===== src/rtl/clock_div_bank.sv =====
// Bank of independent runtime-programmable clock dividers.
// Each channel toggles div_clk every D cycles and emits a one-cycle tick on each rising edge.
module clock_div_bank #(
  parameter int unsigned CHANNELS    = 4,
  parameter int unsigned CNT_W       = 32,
  parameter int unsigned DEFAULT_DIV = 50000,
  parameter int unsigned SEL_W       = (CHANNELS > 1) ? $clog2(CHANNELS) : 1
) (
  input  logic                clk,
  input  logic                rst_n,
  input  logic [CHANNELS-1:0] en,
  input  logic                cfg_we,
  input  logic [SEL_W-1:0]    cfg_sel,
  input  logic [CNT_W-1:0]    cfg_div,
  output logic [CHANNELS-1:0] div_clk,
  output logic [CHANNELS-1:0] tick
);

  for (genvar i = 0; i < CHANNELS; i++) begin : g_ch
    logic [CNT_W-1:0] cnt;
    logic [CNT_W-1:0] act_div;
    logic [CNT_W-1:0] shd_div;
    logic [CNT_W-1:0] eff_div;
    logic             pend;
    logic             clk_q;
    logic             tick_q;
    logic             boundary;
    logic             wr_hit;

    always_comb begin
      eff_div  = (act_div == '0) ? CNT_W'(1) : act_div;
      boundary = (cnt == eff_div - CNT_W'(1));
      // Out-of-range selects never match any channel index, so they are dropped.
      wr_hit   = cfg_we && (cfg_sel == SEL_W'(i));
    end

    always_ff @(posedge clk or negedge rst_n) begin
      if (!rst_n) begin
        cnt     <= '0;
        clk_q   <= 1'b0;
        tick_q  <= 1'b0;
        act_div <= CNT_W'(DEFAULT_DIV);
        shd_div <= CNT_W'(DEFAULT_DIV);
        pend    <= 1'b0;
      end else begin
        if (!en[i]) begin
          cnt    <= '0;
          clk_q  <= 1'b0;
          tick_q <= 1'b0;
          if (pend) act_div <= shd_div;
        end else if (boundary) begin
          cnt    <= '0;
          clk_q  <= ~clk_q;
          tick_q <= ~clk_q;
          if (pend) act_div <= shd_div;
        end else begin
          cnt    <= cnt + CNT_W'(1);
          tick_q <= 1'b0;
        end
        // A write landing on the consuming edge re-arms pend with the new value.
        if (wr_hit) begin
          shd_div <= cfg_div;
          pend    <= 1'b1;
        end else if (pend && (!en[i] || boundary)) begin
          pend <= 1'b0;
        end
      end
    end

    assign div_clk[i] = clk_q;
    assign tick[i]    = tick_q;
  end

endmodule


===== config.mk =====
export PLATFORM = sky130hd
export DESIGN_NAME = clock_div_bank
export DESIGN_NICKNAME = d
export VERILOG_FILES = /design/src/rtl/clock_div_bank.sv
export SDC_FILE = /design/constraint.sdc
export NUM_CORES = 1
export LEC_CHECK = 0
export CAP_MARGIN = 20
export CELL_PAD_IN_SITES_DETAIL_PLACEMENT = 1
export CELL_PAD_IN_SITES_GLOBAL_PLACEMENT = 2
export CORE_UTILIZATION = 41
export DETAILED_ROUTE_END_ITERATION = 10
export HOLD_SLACK_MARGIN = 0.12
export PLACE_DENSITY = 0.85
export SETUP_SLACK_MARGIN = 0.05
export SKIP_LAST_GASP = 1
export SLEW_MARGIN = 20
export SYNTH_ARGS = -nofsm -noshare
export SYNTH_HDL_FRONTEND = slang
export SYNTH_SLANG_ARGS = --single-unit

===== constraint.sdc =====
create_clock -name clk -period 5.3 [get_ports clk]
set_input_delay 0.53 -clock clk [delete_from_list [all_inputs] [get_ports clk]]
set_output_delay 0.53 -clock clk [all_outputs]
set_load 0.05 [all_outputs]

==> results.py, run 1 <==
metrics = {
    "status": {
        "run_status": "completed",
    },
    "sta": {
        "achievable-frequency_mhz": 200,
        "rsz0062_at_grt": "yes",
        "report.final.setup_viol": 0,
        "final_hold_violation_count": 0,
        "slew_at_the_pin_with_the_worst_max_slew_slack_ns": 0.807,
        "timing.clock.skew_ns": 0.0152,
        "finalSetupTns_ns": 0,
        "slew_headroom": 0.448,
        "drv_slew": 0,
        "min_period_over_period": 0.943,
        "final_period_minus_worst_setup_slack_ns": 5.00,
    },
    "synth": {
        "ys.flop_type": "dfrtp_1",
        "mappedNetlistNets": 2607,
        "synth_enable_flop_cells": 0,
        "async_set_or_reset_register_ratio_after_synthesis": 1.00,
        "synth.cell_area_um2": 24100,
        "synth.lib_cells_used.distinct": 91,
        "sequential_area_share_after_synthesis": 0.413,
        "avgSynthCellArea_um2": 9.44,
        "yosys_warnings": 0,
        "ys_seq_elements": 396,
        "synthesis.instances": 2558,
    },
    "floorplan": {
        "die_area_um2": 59900,
        "top_level_ports": 49,
        "core_um2": 57900,
        "floorplan.rows": 88,
        "die_width_um": 245,
        "floorplan.initialDensity": 0.417,
        "die_h_um": 245,
    },
    "worst_setup_path": {
        "worstSetupStartpointType": "register",
        "path_common_cell": "or4_1",
        "slowest_delay_ns": 0.65,
        "critPathKind": "register to register",
        "cp-end-kind": "register",
        "critical-path-slowest-cell": "or4_4",
        "critical_path.cell_chain": "or4_1 > or4_4 > or3_4 > nor2_2 > nor2_1 > ha_1 > or4b_1 > or4_1 > nor3_1 > mux2i_1 > o21ai_0 > or4_4 > buf_12 > or4_1 > nand3_1",
        "worst_path_dominant_cell_family": "simple AND/OR/NAND/NOR gates",
        "crit_fanout": 58,
        "cp_data_required_time_ns": 5.83,
        "arr_time_crit_path_ns": 5.53,
        "worstPathBufferInverterCount": 1,
    },
    "pwr": {
        "power.combinational.fraction": 0.218,
        "power-per-cell-area_nw_per_um2": 347,
        "switching_share": 0.332,
        "power.net_switching_mw": 3.10,
        "leak_pwr_nw": 10.1,
        "power.sequential.fraction": 0.440,
        "cellInternalPower_mw": 6.24,
        "clock_network_fraction_of_design_power": 0.342,
        "peakVddDrop_mv": 0.267,
    },
    "layout": {
        "antennaDiodeCount": 0,
        "synthToLayoutAreaGrowth_pct": 11.7,
        "combined_area_of_the_multi_input_logic_cells_um2": 13300,
        "final.fill_count": 6539,
        "footprint_of_the_flip_flops_and_latches_um2": 9970,
        "finalNonFillerCells": 3324,
        "layout-drive-gt1-share": 0.179,
        "nets_final": 2571,
    },
    "routing": {
        "num_vias": 20181,
        "viasPerCell": 6.07,
        "route.final.wire_length_um": 74600,
        "drt_iter0_markers": 1424,
        "route.detailed.wl_per_inst_um": 22.5,
        "first_pass_iters": 9,
        "drc_errors": 0,
        "ant_nets": 0,
    },
    "global_route": {
        "global_route.overflow_total": 0,
        "grt.total_usage": 0.252,
        "pin_count_of_the_biggest_net_entering_global_routing": 141,
        "antenna_found_initial": 5,
        "wire_length_of_the_first_global_routing_pass_um": 120000,
        "first_global_vias": 20995,
    },
    "cts": {
        "htree_num_levels": 2,
        "worst_skew_pair.late_latency_ns": 0.61,
        "numCtsBuffers": 46,
        "cts_setup_buffers": 0,
        "clock_tree.buffer_depth": 3,
        "clk_transition_reported_paths_ns": 0.06,
        "cts_tree": "done",
        "clock-sinks": 396,
        "clk_root_buf": "clkbuf_16",
    },
    "min_path": {
        "min_delay_path_class": "input port to async pin",
    },
    "place": {
        "port-buffer-count": 48,
        "gp_congestion": 0.928,
        "dpl.hpwl_um": 51700,
        "place_inst": 3238,
    },
    "job": {
        "maxCapViolCount": 0,
    },
}
## synthesized netlist by cell type (all sizes together), types with 68 or more instances
cell,count,area (um^2)
dfrtp,348,8710
nor2,245,920
nand2,190,713
clkbuf,167,627
mux2,162,1820
xnor2,135,1180
xor2,117,1020
nand3,102,510
nor4,87,578
and2,76,475
o211ai,72,541
o21ai,68,340
## state kept, by name (all words and copies together) (netlist names)
signal,cells
g_ch.act_div,128
g_ch.cnt,128
g_ch.shd_div,128
g_ch.clk_q,4
g_ch.pend,4
g_ch.tick_q,4
## routing by layer
layer	routed length, um	track usage
met5	27	0
met4	2220	0.0851
met3	3020	0.0307
met2	35800	0.415
met1	33600	0.341
## stage by stage
step | util | power, mW | worst slack (ns) | cell area, um^2 | hold slack (ns)
6_report | 0.465 | 9.35 | 0.302 | 27000 | 0.424
5_1_grt | 0.465 | 9.80 | 0.0357 | 27000 | 0.471
4_1_cts | 0.465 | 9.41 | 0.227 | 26900 | 0.448
3_5_place_dp | 0.439 | 6.16 | 0.258 | 25400 | 0.450
3_3_place_gp | 0.439 | 6.06 | 0.359 | 25400 | 0.443
2_1_floorplan | - | 5.36 | 0.437 | 24100 | 0.234
## kinds of logic (layout without fill, tap and decap cells)
logic type	after synthesis	count (layout)	synth area share
DFF	396	396	0.413
muxes	177	177	0.0818
xor gates and xnor gates	252	252	0.0914
adders and majority gates	8	8	0.00415
AOI/OAI and AO/OA	396	396	0.127
buffers and inverters	237	238	0.0406
and+or+nand+nor	1092	1092	0.242
## final cells by class
class | count | area share
inverters | 39 | 0.00543
repair buffers | 114 | 0.0407
multi-input cells | 1925 | 0.493
flip-flops and latches | 396 | 0.370
clock buffers | 70 | 0.0505
well taps | 765 | 0.0355
clock inverters | 15 | 0.00524
## worst register-to-register path, stage by stage (launching register included)
cell and delay, ns:
dfrtp_1 0.48, or4_1 0.60, or4_4 0.52, or3_4 0.39, nor2_2 0.23, nor2_1 0.07, ha_1 0.24, or4b_1 0.29
or4_1 0.19, nor3_1 0.07, mux2i_1 0.18, o21ai_0 0.12, or4_4 0.65, buf_12 0.24, or4_1 0.53, nand3_1 0.12
## power groups by stage
stage	sequential [mW]	clock, mW	combinational [mW]
6_report	4.11	3.20	2.04
2_1_floorplan	3.82	0	1.55
3_5_place_dp	4.14	0	2.01
3_3_place_gp	4.12	0	1.94
4_1_cts	4.10	3.28	2.03
5_1_grt	4.18	3.38	2.23
## path summary, 6_finish.rpt
kind                                      from                  end  slack [ns]  depth (start not counted)
min in group clk                 g_ch[2].clk_q       g_ch[2].tick_q        0.45                          1
max in group asynchronous                rst_n  g_ch[1].shd_div[27]        3.65                          3
min reg2reg                      g_ch[2].clk_q       g_ch[2].tick_q        0.45                          1
max reg2reg                g_ch[3].act_div[10]   g_ch[3].act_div[2]        0.30                         15
min                                      rst_n       g_ch[3].cnt[6]        0.42                          2
max                        g_ch[3].act_div[10]   g_ch[3].act_div[2]        0.30                         15
## what timing repair did
action                                  CTS  global route
hold endpoints to repair                 55             0
hold buffers                              1             0
endpoints found under the setup margin    0           126
gates resized for setup                   0             5
## layout by cell type (no fill, tap or decap), types with 66 or more instances in the layout
| cell | count |
|---|---|
| a31o_2 | 66 |
| and2_1 | 76 |
| dfrtp_1 | 347 |
| mux2_2 | 161 |
| nand2_1 | 190 |
| nand3_1 | 102 |
| nor2_1 | 242 |
| nor4_1 | 80 |
| o211ai_1 | 72 |
| o21ai_0 | 67 |
| xnor2_1 | 135 |
| xor2_1 | 117 |
(Power assumes the default switching activity.)
==> inputs of run 2 (changes only) <==
Settings changed: CORE_UTILIZATION 41 to 42, DONT_BUFFER_PORTS from default to 1, TNS_END_PERCENT from default to 30.
==> run 2 against run 1 <==
  * The flow now finishes with violations (negative hold slack, max-slew violations)
  * Non-clock buffer count down 17
  * Combinational power fell by 4%
  * Via count about the same
  * Sequential power hardly changed
  * Die area shrank 2.4%
  * First-iteration DRC count decreased by 4.5%
  * Largest power group unchanged
  * Utilization rose by 0.90 points
  * Clock skew increased by 0.011 ns
==> results.py, run 2 (synthesis results as in run 1) <==
metrics = {
    "status": {
        "run_status": "finished with violations",
        "violations_in_the_final_reports": "negative hold slack, max-slew violations",
    },
    "cts": {
        "clk_root_buf": "clkbuf_16",
        "numCtsBuffers": 46,
        "clock_tree.buffer_depth": 3,
        "clock-sinks": 396,
        "clk_transition_reported_paths_ns": 0.06,
        "cts_tree": "done",
        "holdBufCountCts": 39,
        "htree_num_levels": 2,
        "worst_skew_pair.late_latency_ns": 0.62,
    },
    "worst_setup_path": {
        "cp-end-kind": "register",
        "cp_data_required_time_ns": 5.85,
        "critPathKind": "register to register",
        "critical_path.startpoint": "g_ch[3].act_div[14]",
        "crit_fanout": 66,
        "cp_capture_point": "g_ch[3].act_div[2]",
        "reg2reg_from": "g_ch[3].act_div[14]",
        "worstSetupStartpointType": "register",
        "reg2regPathDepth": 14,
        "rrSetupSlack_ns": 0.13,
        "critical_path.reg2reg.endpoint": "g_ch[3].act_div[2]",
        "arr_time_crit_path_ns": 5.72,
    },
    "global_route": {
        "pin_count_of_the_biggest_net_entering_global_routing": 397,
        "grt.total_usage": 0.259,
        "antenna_found_initial": 7,
        "wire_length_of_the_first_global_routing_pass_um": 121000,
        "first_global_vias": 20714,
        "global_route.overflow_total": 0,
    },
    "layout": {
        "synthToLayoutAreaGrowth_pct": 11.3,
        "finalNonFillerCells": 3300,
        "top_regs": "g_ch.act_div: 128 flops, g_ch.cnt: 128 flops, g_ch.shd_div: 128 flops",
        "layout-drive-gt1-share": 0.176,
        "footprint_of_the_flip_flops_and_latches_um2": 9970,
        "nets_final": 2554,
        "combined_area_of_the_multi_input_logic_cells_um2": 13300,
        "commonest_cells_after_routing_fill_and_taps_aside": "347 x dfrtp_1, 243 x nor2_1, 190 x nand2_1, 161 x mux2_2, 135 x xnor2_1",
        "postLayoutCellArea_um2": 26900,
        "final.fill_count": 6346,
        "most_common_library_cell_in_the_layout_ignoring_fill_and_taps": "dfrtp_1",
    },
    "sta": {
        "drv_slew": 55,
        "achievable-frequency_mhz": 194,
        "slew_headroom": -0.0192,
        "rsz0062_at_grt": "yes",
        "timing.clock.skew_ns": 0.0262,
        "final_hold_violation_count": 353,
        "report.final.setup_viol": 0,
        "holdWs_ns": -0.383,
        "slew_at_the_pin_with_the_worst_max_slew_slack_ns": 1.53,
        "final_period_minus_worst_setup_slack_ns": 5.17,
        "min_period_over_period": 0.975,
    },
    "routing": {
        "num_vias": 20179,
        "route.detailed.wl_per_inst_um": 22.9,
        "drt_iter0_markers": 1360,
        "ant_nets": 0,
        "drc_errors": 0,
        "route.final.wire_length_um": 75500,
        "first_pass_iters": 8,
        "viasPerCell": 6.11,
    },
    "floorplan": {
        "core_um2": 56600,
        "die_h_um": 242,
        "die_width_um": 242,
        "top_level_ports": 49,
        "floorplan.rows": 87,
        "floorplan.initialDensity": 0.427,
        "die_area_um2": 58400,
    },
    "pwr": {
        "power-per-cell-area_nw_per_um2": 355,
        "leak_pwr_nw": 10.1,
        "peakVddDrop_mv": 0.238,
        "design_power_total_mw": 9.53,
    },
    "min_path": {
        "min_delay_path_class": "input port to async pin",
    },
    "place": {
        "detailed_place.area_um2": 24800,
        "port-buffer-count": 0,
        "place_inst": 3174,
        "gp_congestion": 0.924,
        "dpl.hpwl_um": 50500,
    },
    "job": {
        "maxCapViolCount": 0,
    },
}
-- run 2: cell count changes in the layout (fill, tap and decap cells not counted), sizes merged --
cell           delta
clkinv            -5
buf               -8
diode             +1
bufinv            +5
dlygate4sd3      +38
clkbuf            +1
clkdlybuf4s50    -47
-- run 2: worst min path at each step --
stage                     startpoint                 end  slack [ns]  cells after the start
after floorplan                rst_n  g_ch[0].act_div[0]        0.23                      0
after global placement         rst_n      g_ch[3].cnt[4]        0.26                      0
after detailed placement       rst_n      g_ch[3].tick_q        0.24                      0
after CTS                      rst_n      g_ch[3].cnt[7]       -0.39                      0
after global routing           rst_n  g_ch[3].act_div[2]       -0.40                      0
final                          rst_n      g_ch[3].cnt[8]       -0.38                      0
-- run 2: repair_timing --
item | 4_1_cts | 5_1_grt
setup endpoints to repair | 0 | 97
gates resized for setup | 0 | 1
hold endpoints to repair | 553 | 396
buffers inserted | 0 | 0
-- run 2: layout make-up --
| class | count | share of cell area |
|---|---|---|
| repair buffers | 97 | 0.0326 |
| inverters | 39 | 0.00545 |
| flip-flops and latches | 396 | 0.371 |
| clock inverters | 15 | 0.0101 |
| well taps | 756 | 0.0352 |
| multi-input cells | 1925 | 0.494 |
| clock buffers | 71 | 0.0512 |
| diodes | 1 | 0.0000932 |
-- run 2: critical path, stage by stage (launching register included) --
cell	delay [ns]
dfstp_2	0.61
or4_1	0.32
or4_4	0.20
or3_4	0.15
nor2_1	0.06
nor2_1	0.11
ha_1	0.21
or4b_1	0.56
or4_1	0.53
nor3_1	0.27
mux2i_1	0.28
o21ai_0	0.14
or4_4	0.85
or4_1	0.65
nand3_1	0.14
-- run 2: routing by layer --
metal / share of wire / up-vias / GRT usage
li1: - / 9229 / -
met1: 0.45 / 10398 / 0.354
met2: 0.48 / 420 / 0.422
met3: 0.042 / 126 / 0.0334
met4: 0.029 / 6 / 0.0858
met5: 0.00054 / - / 0
-- run 2: stage by stage --
stage / util / TNS, ns / setup slack, ns
2_1_floorplan: - / 0 / 0.437
3_3_place_gp: 0.438 / 0 / 0.397
3_5_place_dp: 0.438 / 0 / 0.250
4_1_cts: 0.474 / 0 / 0.222
5_1_grt: 0.474 / -1.03 / -0.0847
6_report: 0.475 / 0 / 0.133
-- run 2: report_power, final --
part	leakage (nW)	internal, mW	total [mW]	switching, mW
logic	4.47	0.903	1.96	1.06
clock network	0.809	2.09	3.47	1.38
registers	4.82	3.50	4.10	0.599
total	10.1	6.49	9.53	3.04
